[src/rtl/distribution_writeback_unit.sv]
// distribution_writeback_unit
// Stores a 256-bit distribution to the external SSR as a single SPI mode-0 write
// frame {CMD_WRITE, address, data}, shifted MSB first. The pipeline is stalled
// from request capture until the frame has completed.
module distribution_writeback_unit #(
  parameter int          CLK_DIV   = 4,
  parameter logic [7:0]  CMD_WRITE = 8'h02,
  parameter int          ADDR_BITS = 24
) (
  input  logic         clk,
  input  logic         rst_n,
  input  logic         DUWriteCtrl,
  input  logic [31:0]  rs1,
  input  logic [255:0] du_data,
  output logic         du_wr_stall,
  output logic         du_wr_done,
  output logic         spi_cs_n,
  output logic         spi_sclk,
  output logic         spi_mosi
);

  localparam int NBITS = 8 + ADDR_BITS + 256;
  localparam int BIT_W = $clog2(NBITS + 1);
  localparam int DIV_W = (CLK_DIV > 1) ? $clog2(CLK_DIV) : 1;

  typedef enum logic [2:0] {
    S_IDLE  = 3'd0,
    S_SETUP = 3'd1,
    S_SHIFT = 3'd2,
    S_HOLD  = 3'd3,
    S_DONE  = 3'd4
  } state_t;

  state_t             r_state;
  state_t             w_next_state;
  logic [DIV_W-1:0]   r_div_cnt;
  logic [BIT_W-1:0]   r_bit_cnt;
  logic [NBITS-1:0]   r_shift;
  logic               r_sclk;
  logic               r_mosi;
  logic               r_cs_n;
  logic               r_stall;
  logic               r_done;

  logic               w_div_tc;
  logic               w_last_bit;
  logic               w_start;
  logic               w_fall;
  logic [NBITS-1:0]   w_frame;
  logic               w_stall_nxt;
  logic               w_cs_n_nxt;
  logic               w_done_nxt;
  logic               w_unused_rs1;

  // Upper address bits beyond ADDR_BITS are deliberately dropped.
  assign w_unused_rs1 = ^rs1[31:ADDR_BITS];

  assign w_frame    = {CMD_WRITE, rs1[ADDR_BITS-1:0], du_data};
  assign w_div_tc   = (r_div_cnt == DIV_W'(CLK_DIV - 1));
  assign w_last_bit = (r_bit_cnt == BIT_W'(NBITS - 1));
  assign w_start    = (r_state == S_IDLE) && DUWriteCtrl;
  // A falling SCLK toggle is a terminal count while SCLK is currently high.
  assign w_fall     = (r_state == S_SHIFT) && w_div_tc && r_sclk;

  assign du_wr_stall = r_stall;
  assign du_wr_done  = r_done;
  assign spi_cs_n    = r_cs_n;
  assign spi_sclk    = r_sclk;
  assign spi_mosi    = r_mosi;

  // State register.
  always_ff @(posedge clk or negedge rst_n) begin
    if (!rst_n) begin
      r_state <= S_IDLE;
    end else begin
      r_state <= w_next_state;
    end
  end

  // Next-state logic: setup/hold phases last one SCLK half-period each.
  always_comb begin
    w_next_state = r_state;
    case (r_state)
      S_IDLE: begin
        if (DUWriteCtrl) w_next_state = S_SETUP;
        else             w_next_state = S_IDLE;
      end
      S_SETUP: begin
        if (w_div_tc) w_next_state = S_SHIFT;
        else          w_next_state = S_SETUP;
      end
      S_SHIFT: begin
        if (w_fall && w_last_bit) w_next_state = S_HOLD;
        else                      w_next_state = S_SHIFT;
      end
      S_HOLD: begin
        if (w_div_tc) w_next_state = S_DONE;
        else          w_next_state = S_HOLD;
      end
      S_DONE:  w_next_state = S_IDLE;
      default: w_next_state = S_IDLE;
    endcase
  end

  // Output decode from the next state so the registered outputs line up with it;
  // CS rises on entry to DONE, giving at least two high cycles between frames.
  always_comb begin
    w_stall_nxt = (w_next_state != S_IDLE);
    w_cs_n_nxt  = (w_next_state == S_IDLE) || (w_next_state == S_DONE);
    w_done_nxt  = (w_next_state == S_DONE);
  end

  // Registered control outputs (stall, done, chip select).
  always_ff @(posedge clk or negedge rst_n) begin
    if (!rst_n) begin
      r_stall <= 1'b0;
      r_done  <= 1'b0;
      r_cs_n  <= 1'b1;
    end else begin
      r_stall <= w_stall_nxt;
      r_done  <= w_done_nxt;
      r_cs_n  <= w_cs_n_nxt;
    end
  end

  // Half-period divider and SCLK generation; SCLK is forced low outside SHIFT.
  always_ff @(posedge clk or negedge rst_n) begin
    if (!rst_n) begin
      r_div_cnt <= '0;
      r_sclk    <= 1'b0;
    end else begin
      if ((r_state == S_SETUP) || (r_state == S_SHIFT) || (r_state == S_HOLD)) begin
        if (w_div_tc) r_div_cnt <= '0;
        else          r_div_cnt <= r_div_cnt + DIV_W'(1);
      end else begin
        r_div_cnt <= '0;
      end
      if ((r_state == S_SHIFT) && w_div_tc) r_sclk <= ~r_sclk;
      else if (r_state != S_SHIFT)          r_sclk <= 1'b0;
      else                                  r_sclk <= r_sclk;
    end
  end

  // Frame shifter: load on request, advance MOSI on each falling SCLK toggle.
  always_ff @(posedge clk or negedge rst_n) begin
    if (!rst_n) begin
      r_shift   <= '0;
      r_bit_cnt <= '0;
      r_mosi    <= 1'b0;
    end else if (w_start) begin
      r_shift   <= w_frame;
      r_bit_cnt <= '0;
      r_mosi    <= w_frame[NBITS-1];
    end else if (w_fall) begin
      r_bit_cnt <= r_bit_cnt + BIT_W'(1);
      if (w_last_bit) begin
        r_mosi <= 1'b0;
      end else begin
        r_shift <= r_shift << 1;
        r_mosi  <= r_shift[NBITS-2];
      end
    end else begin
      r_shift   <= r_shift;
      r_bit_cnt <= r_bit_cnt;
      r_mosi    <= r_mosi;
    end
  end

endmodule

[config.mk]
export PLATFORM = sky130hd
export DESIGN_NAME = distribution_writeback_unit
export DESIGN_NICKNAME = d
export VERILOG_FILES = /design/src/rtl/distribution_writeback_unit.sv
export SDC_FILE = /design/constraint.sdc
export NUM_CORES = 1
export LEC_CHECK = 0
export ABC_AREA = 1
export CAP_MARGIN = 5
export CORE_UTILIZATION = 54
export DETAILED_ROUTE_END_ITERATION = 16
export GPL_TIMING_DRIVEN = 0
export PLACE_DENSITY = 0.84
export SLEW_MARGIN = 15
export SYNTH_ARGS = -nofsm -noshare
export SYNTH_HDL_FRONTEND = slang
export SYNTH_SLANG_ARGS = --single-unit
[constraint.sdc]
create_clock -name clk -period 2.1 [get_ports clk]
set_input_delay 0.42 -clock clk [delete_from_list [all_inputs] [get_ports clk]]
set_output_delay 0.42 -clock clk [all_outputs]
set_load 0.01 [all_outputs]
==> results of run 1 <==
## cell type report
cell class / instances / area, µm² / area share (%)
Clock buffer: 54 / 1060 / 4.841
Antenna cell: 1 / 2.502 / 0.01143
Multi-Input combinational cell: 1791 / 8242 / 37.65
Tap cell: 396 / 495.5 / 2.263
Sequential cell: 306 / 7660 / 34.99
Timing Repair Buffer: 290 / 2960 / 13.52
Clock inverter: 7 / 110.1 / 0.5029
Inverter: 21 / 78.83 / 0.3601
Buffer: 250 / 1284 / 5.864
## logic make-up after synthesis
kind of cell	count (synthesis)
AOI/OAI and AO/OA	15
and+or+nand+nor	1773
buffers and inverters	271
adders and majority gates	2
DFF	306
xor gates and xnor gates	1
## layer usage
metal	share of wire (%)	wire [µm]	up-vias
li1	-	-	8734
met4	2.8	1421	2
met2	47	24000	823
met5	0.033	17	-
met3	8.0	4064	117
met1	42	21410	8643
## cells in the final DEF, fill, tap and decap left out, types with 3 or more instances in the layout
| master | Yosys | routed |
|---|---|---|
| buf_4 | 11 | 12 |
| buf_2 | 87 | 82 |
| bufinv_16 | 0 | 3 |
| clkbuf_4 | 0 | 4 |
| clkbuf_2 | 0 | 17 |
| nand4_1 | 282 | 282 |
| a21oi_1 | 3 | 3 |
| nor2_1 | 19 | 18 |
| clkdlybuf4s50_1 | 0 | 285 |
| nand3_1 | 572 | 572 |
| buf_1 | 10 | 6 |
| clkbuf_1 | 121 | 118 |
| clkbuf_8 | 0 | 7 |
| dfrtp_1 | 305 | 304 |
| clkbuf_16 | 0 | 37 |
| inv_1 | 20 | 20 |
| buf_16 | 0 | 3 |
| buf_6 | 20 | 20 |
| o21ai_0 | 11 | 11 |
| nand2_1 | 891 | 891 |
| clkinv_2 | 0 | 4 |
## final timing paths
| check | cells past startpoint | to | slack, ps |
|---|---|---|---|
| max | 1 | spi_cs_n | 100 |
| min | 2 | r_shift[262] | 390 |
| max reg2reg | 8 | r_shift[179] | 110 |
| min reg2reg | 1 | r_div_cnt[0] | 460 |
| max in group asynchronous | 4 | r_shift[122] | 530 |
| min in group clk | 1 | r_div_cnt[0] | 460 |
## power by group through the flow
stage | clock (mW) | combinational, mW | sequential, mW
floorplan | 0 | 0.0705 | 6.01
global placement | 0 | 0.771 | 6.01
detailed placement | 0 | 0.793 | 6.00
CTS | 6.31 | 0.802 | 5.90
global route | 6.52 | 0.856 | 5.89
finish | 6.25 | 0.798 | 5.90
## sequential cells by signal (all words and copies together) (netlist names)
name	flops
du_wr_done	1
du_wr_stall	1
r_bit_cnt	9
r_div_cnt	2
r_shift	287
r_state	3
spi_cs_n	1
spi_mosi	1
spi_sclk	1
## timing repair
item	in CTS	in global routing
endpoints found under the hold margin	41	0
hold buffers	1	0
gates resized for setup	0	42
endpoints found under the setup margin	0	243
==> results.md, run 1 <==
| Step | Metric | This run |
|:---|:---|:---|
| worst setup path | Highest-delay cell along the critical path | dfstp_2 |
| global routing | Gr busiest metal | met2 |
| logic synthesis | Avg Synthesized Cell Area | 7.266 µm² |
| global routing | Total gr overflow | 0 |
| global routing | Met2 track utilization from global routing | 49.58% |
| routing | Remaining number of nets flagged by the antenna check after routing | 0 |
| die | Number of rows in the core area | 64 |
| logic synthesis | Synth warn | 0 |
| logic synthesis | Commonest cells post-synth | 891 x nand2_1, 572 x nand3_1, 305 x dfrtp_1, 282 x nand4_1, 121 x clkbuf_1 |
| sta | Clock skew after layout | 14.99 ps |
| routing | Vias | 18320 |
| logic synthesis | Dominant combinational cell family by area after synthesis | simple AND/OR/NAND/NOR gates |
| worst setup path | Largest incremental delay on the critical path | 540 ps |
| routing | Post-Route WL | 50.91 mm |
| logic synthesis | Top cells by area in the synthesized netlist | dfrtp_1 44%, nand2_1 19%, nand3_1 17%, nand4_1 10%, clkbuf_1 2.6% |
| sta | RSZ-0062 raised after global routing | false |
| hold path | Worst min-delay path category | in -> async |
| logic synthesis | Post-synth net total | 2661 |
| logic synthesis | Synth top area share | 44.36% |
| global routing | Global-route total usage across every layer | 30.70% |
| sta | TNS Setup | 0 ps |
| power | Pint | 10.21 mW |
| status | Outcome | finished clean |
| worst setup path | Launching element of the worst setup path | spi_cs_n |
| layout | Core utilization of the finished layout | 70.64% |
| clock network | Total CTS buffers | 35 |
| die | Die Footprint | 32580 µm² |
| power | Sw Ratio | 21.08% |
| layout | Fraction of final layout cells with drive strength greater than 1 | 7.392% |
| sta | Final hold violation count | 0 |
| logic synthesis | Synthesized-area fraction occupied by adder cells | 0.1454% |
| logic synthesis | Top flip-flop cell by instance count after synthesis | dfrtp_1 |
| logic synthesis | Synthesized flop and latch total | 306 |
| worst setup path | Buffering stage count on the worst path with inverters included | 1 |
| layout | Count of non-filler cells in the finished layout | 3116 |
| die | Die X | 180.5 µm |
| logic synthesis | Synth async-reset ratio | 100.0% |
| power | Total power after layout | 12.94 mW |
| logic synthesis | Synth unique cells | 25 |
| clock network | Clk_lat worst skew | 510 ps |
| sta | Worst-case headroom to the max-slew limit | 43.58% |
| clock network | Maximum count of clock buffers along a single path | 3 |
| die | Effective utilization at floorplan | 55.52% |
| power | Seq pwr share | 45.6% |
| logic synthesis | Cell with the most instances after synthesis | nand2_1 |
| logic synthesis | Xor/xnor cell area share of the yosys netlist | 0.05090% |
| worst setup path | Highest net fanout along the worst path | 1 |
| global routing | Number of global-route vias before repair | 17110 |
| sta | Final worst path period share | 95.08% |
| logic synthesis | Multiplexer fraction of the synthesized cell area | 0% |
| logic synthesis | Share of the yosys chip area belonging to registers | 44.51% |
| logic synthesis | EDFF count, synth | 0 |
| clock network | Sink count of the clock tree | 306 |
| routing | WL/cell | 16.34 µm |
| routing | Vias per cell | 5.879 |
| layout | Final design instance area without fill | 21890 µm² |
| sta | Worst-case hold slack | 387.8 ps |
| power | Relative contribution of the clock network to total power | 48.3% |
| worst setup path | CP delay by family, top | flip-flops |
| power | Worst IR drop on VDD | 436.0 µV |
| global routing | Initial antenna violation count | 2 |
| worst setup path | Critical path type | reg -> out |
| sta | Post-route setup slack | 103.4 ps |
| logic synthesis | Number of instances in the synthesized netlist | 2368 |
| sta | Final worst path period need | 1997 ps |
| power | Reported net switching power | 2.729 mW |
| die | Number of I/O pins | 296 |
| worst setup path | Launch instance of the worst register-to-register path | r_state[2] |
| global routing | Met1 global-route usage | 42.04% |
| logic synthesis | Synth Area in Simple Gates | 47.13% |
| routing | Number of design rule violations left after detail routing | 0 |
| global routing | Met3 Use GR | 5.174% |
| place | Final weighted congestion in routability-driven placement | 0.8850 |
| die | CORE AREA | 30990 µm² |
| sta | Actual slew at the worst max-slew pin | 846.3 ps |
| place | Worst Setup Slack post-DPL | -155.5 ps |
| worst setup path | Kind of capture point of the worst setup path | output pin |
| place | Dpl cell area | 20650 µm² |
| worst setup path | Signal arrival time at the worst endpoint | 1580 ps |
| logic synthesis | Syn Std Cell Area | 17210 µm² |
| place | Half-perimeter wire length after detailed placement | 34.94 mm |
| sta | Final setup violation count | 0 |
| global routing | Largest net degree at the start of global routing | 103 |
| flow run | MaxCap Viol Count | 0 |
| layout | Number of nets in the finished design | 2988 |
| power | Leakage Power | 11.65 nW |
| logic synthesis | Synth Area in Compound Gates | 0.4363% |
| global routing | First-pass GRT wire length | 82.92 mm |
| clock network | H-tree level count | 2 |
| layout | Area growth, synth to finish | 27.23% |
| layout | Fill cell count | 2499 |
| sta | Final Slew Violations | 0 |
| clock network | CTS clk-pin slew, worst paths | 60 ps |
| place | Port-buffer cells | 286 |
| sta | Fmax | 500.8 MHz |
| power | Power density normalized to cell area | 591.3 nW/µm² |
| clock network | Clock Tree Root | clkbuf_16 |
| worst setup path | Required time reported for the critical path endpoint | 1680 ps |
| place | Number of cells in the design after placement | 3053 |
| die | Chip height | 180.5 µm |
| worst setup path | Critical path cell sequence | clkdlybuf4s50_1 |
| routing | First-pass iteration count of the detailed router | 6 |
| worst setup path | Launching element type of the critical path | flop |
| clock network | Postcts setup bufs | 0 |
| routing | Drt initial violations | 1644 |
| logic synthesis | Post-synth top area cell | dfrtp_1 |
| clock network | CTS tree | built |
| power | Logic gate share of total power | 6.2% |
No activity file was read; power rests on OpenSTA's default activity.
==> run 2, diff against run 1 <==
--- a/config.mk
+++ b/config.mk
@@ -8,6 +8,7 @@
 export ABC_AREA = 1
 export CAP_MARGIN = 5
 export CORE_UTILIZATION = 54
+export CTS_CLUSTER_SIZE = 24
 export DETAILED_ROUTE_END_ITERATION = 16
 export GPL_TIMING_DRIVEN = 0
 export PLACE_DENSITY = 0.84
==> results of run 2 <==
Same layout as run 1: the final DEF is identical, and so are final timing and power.
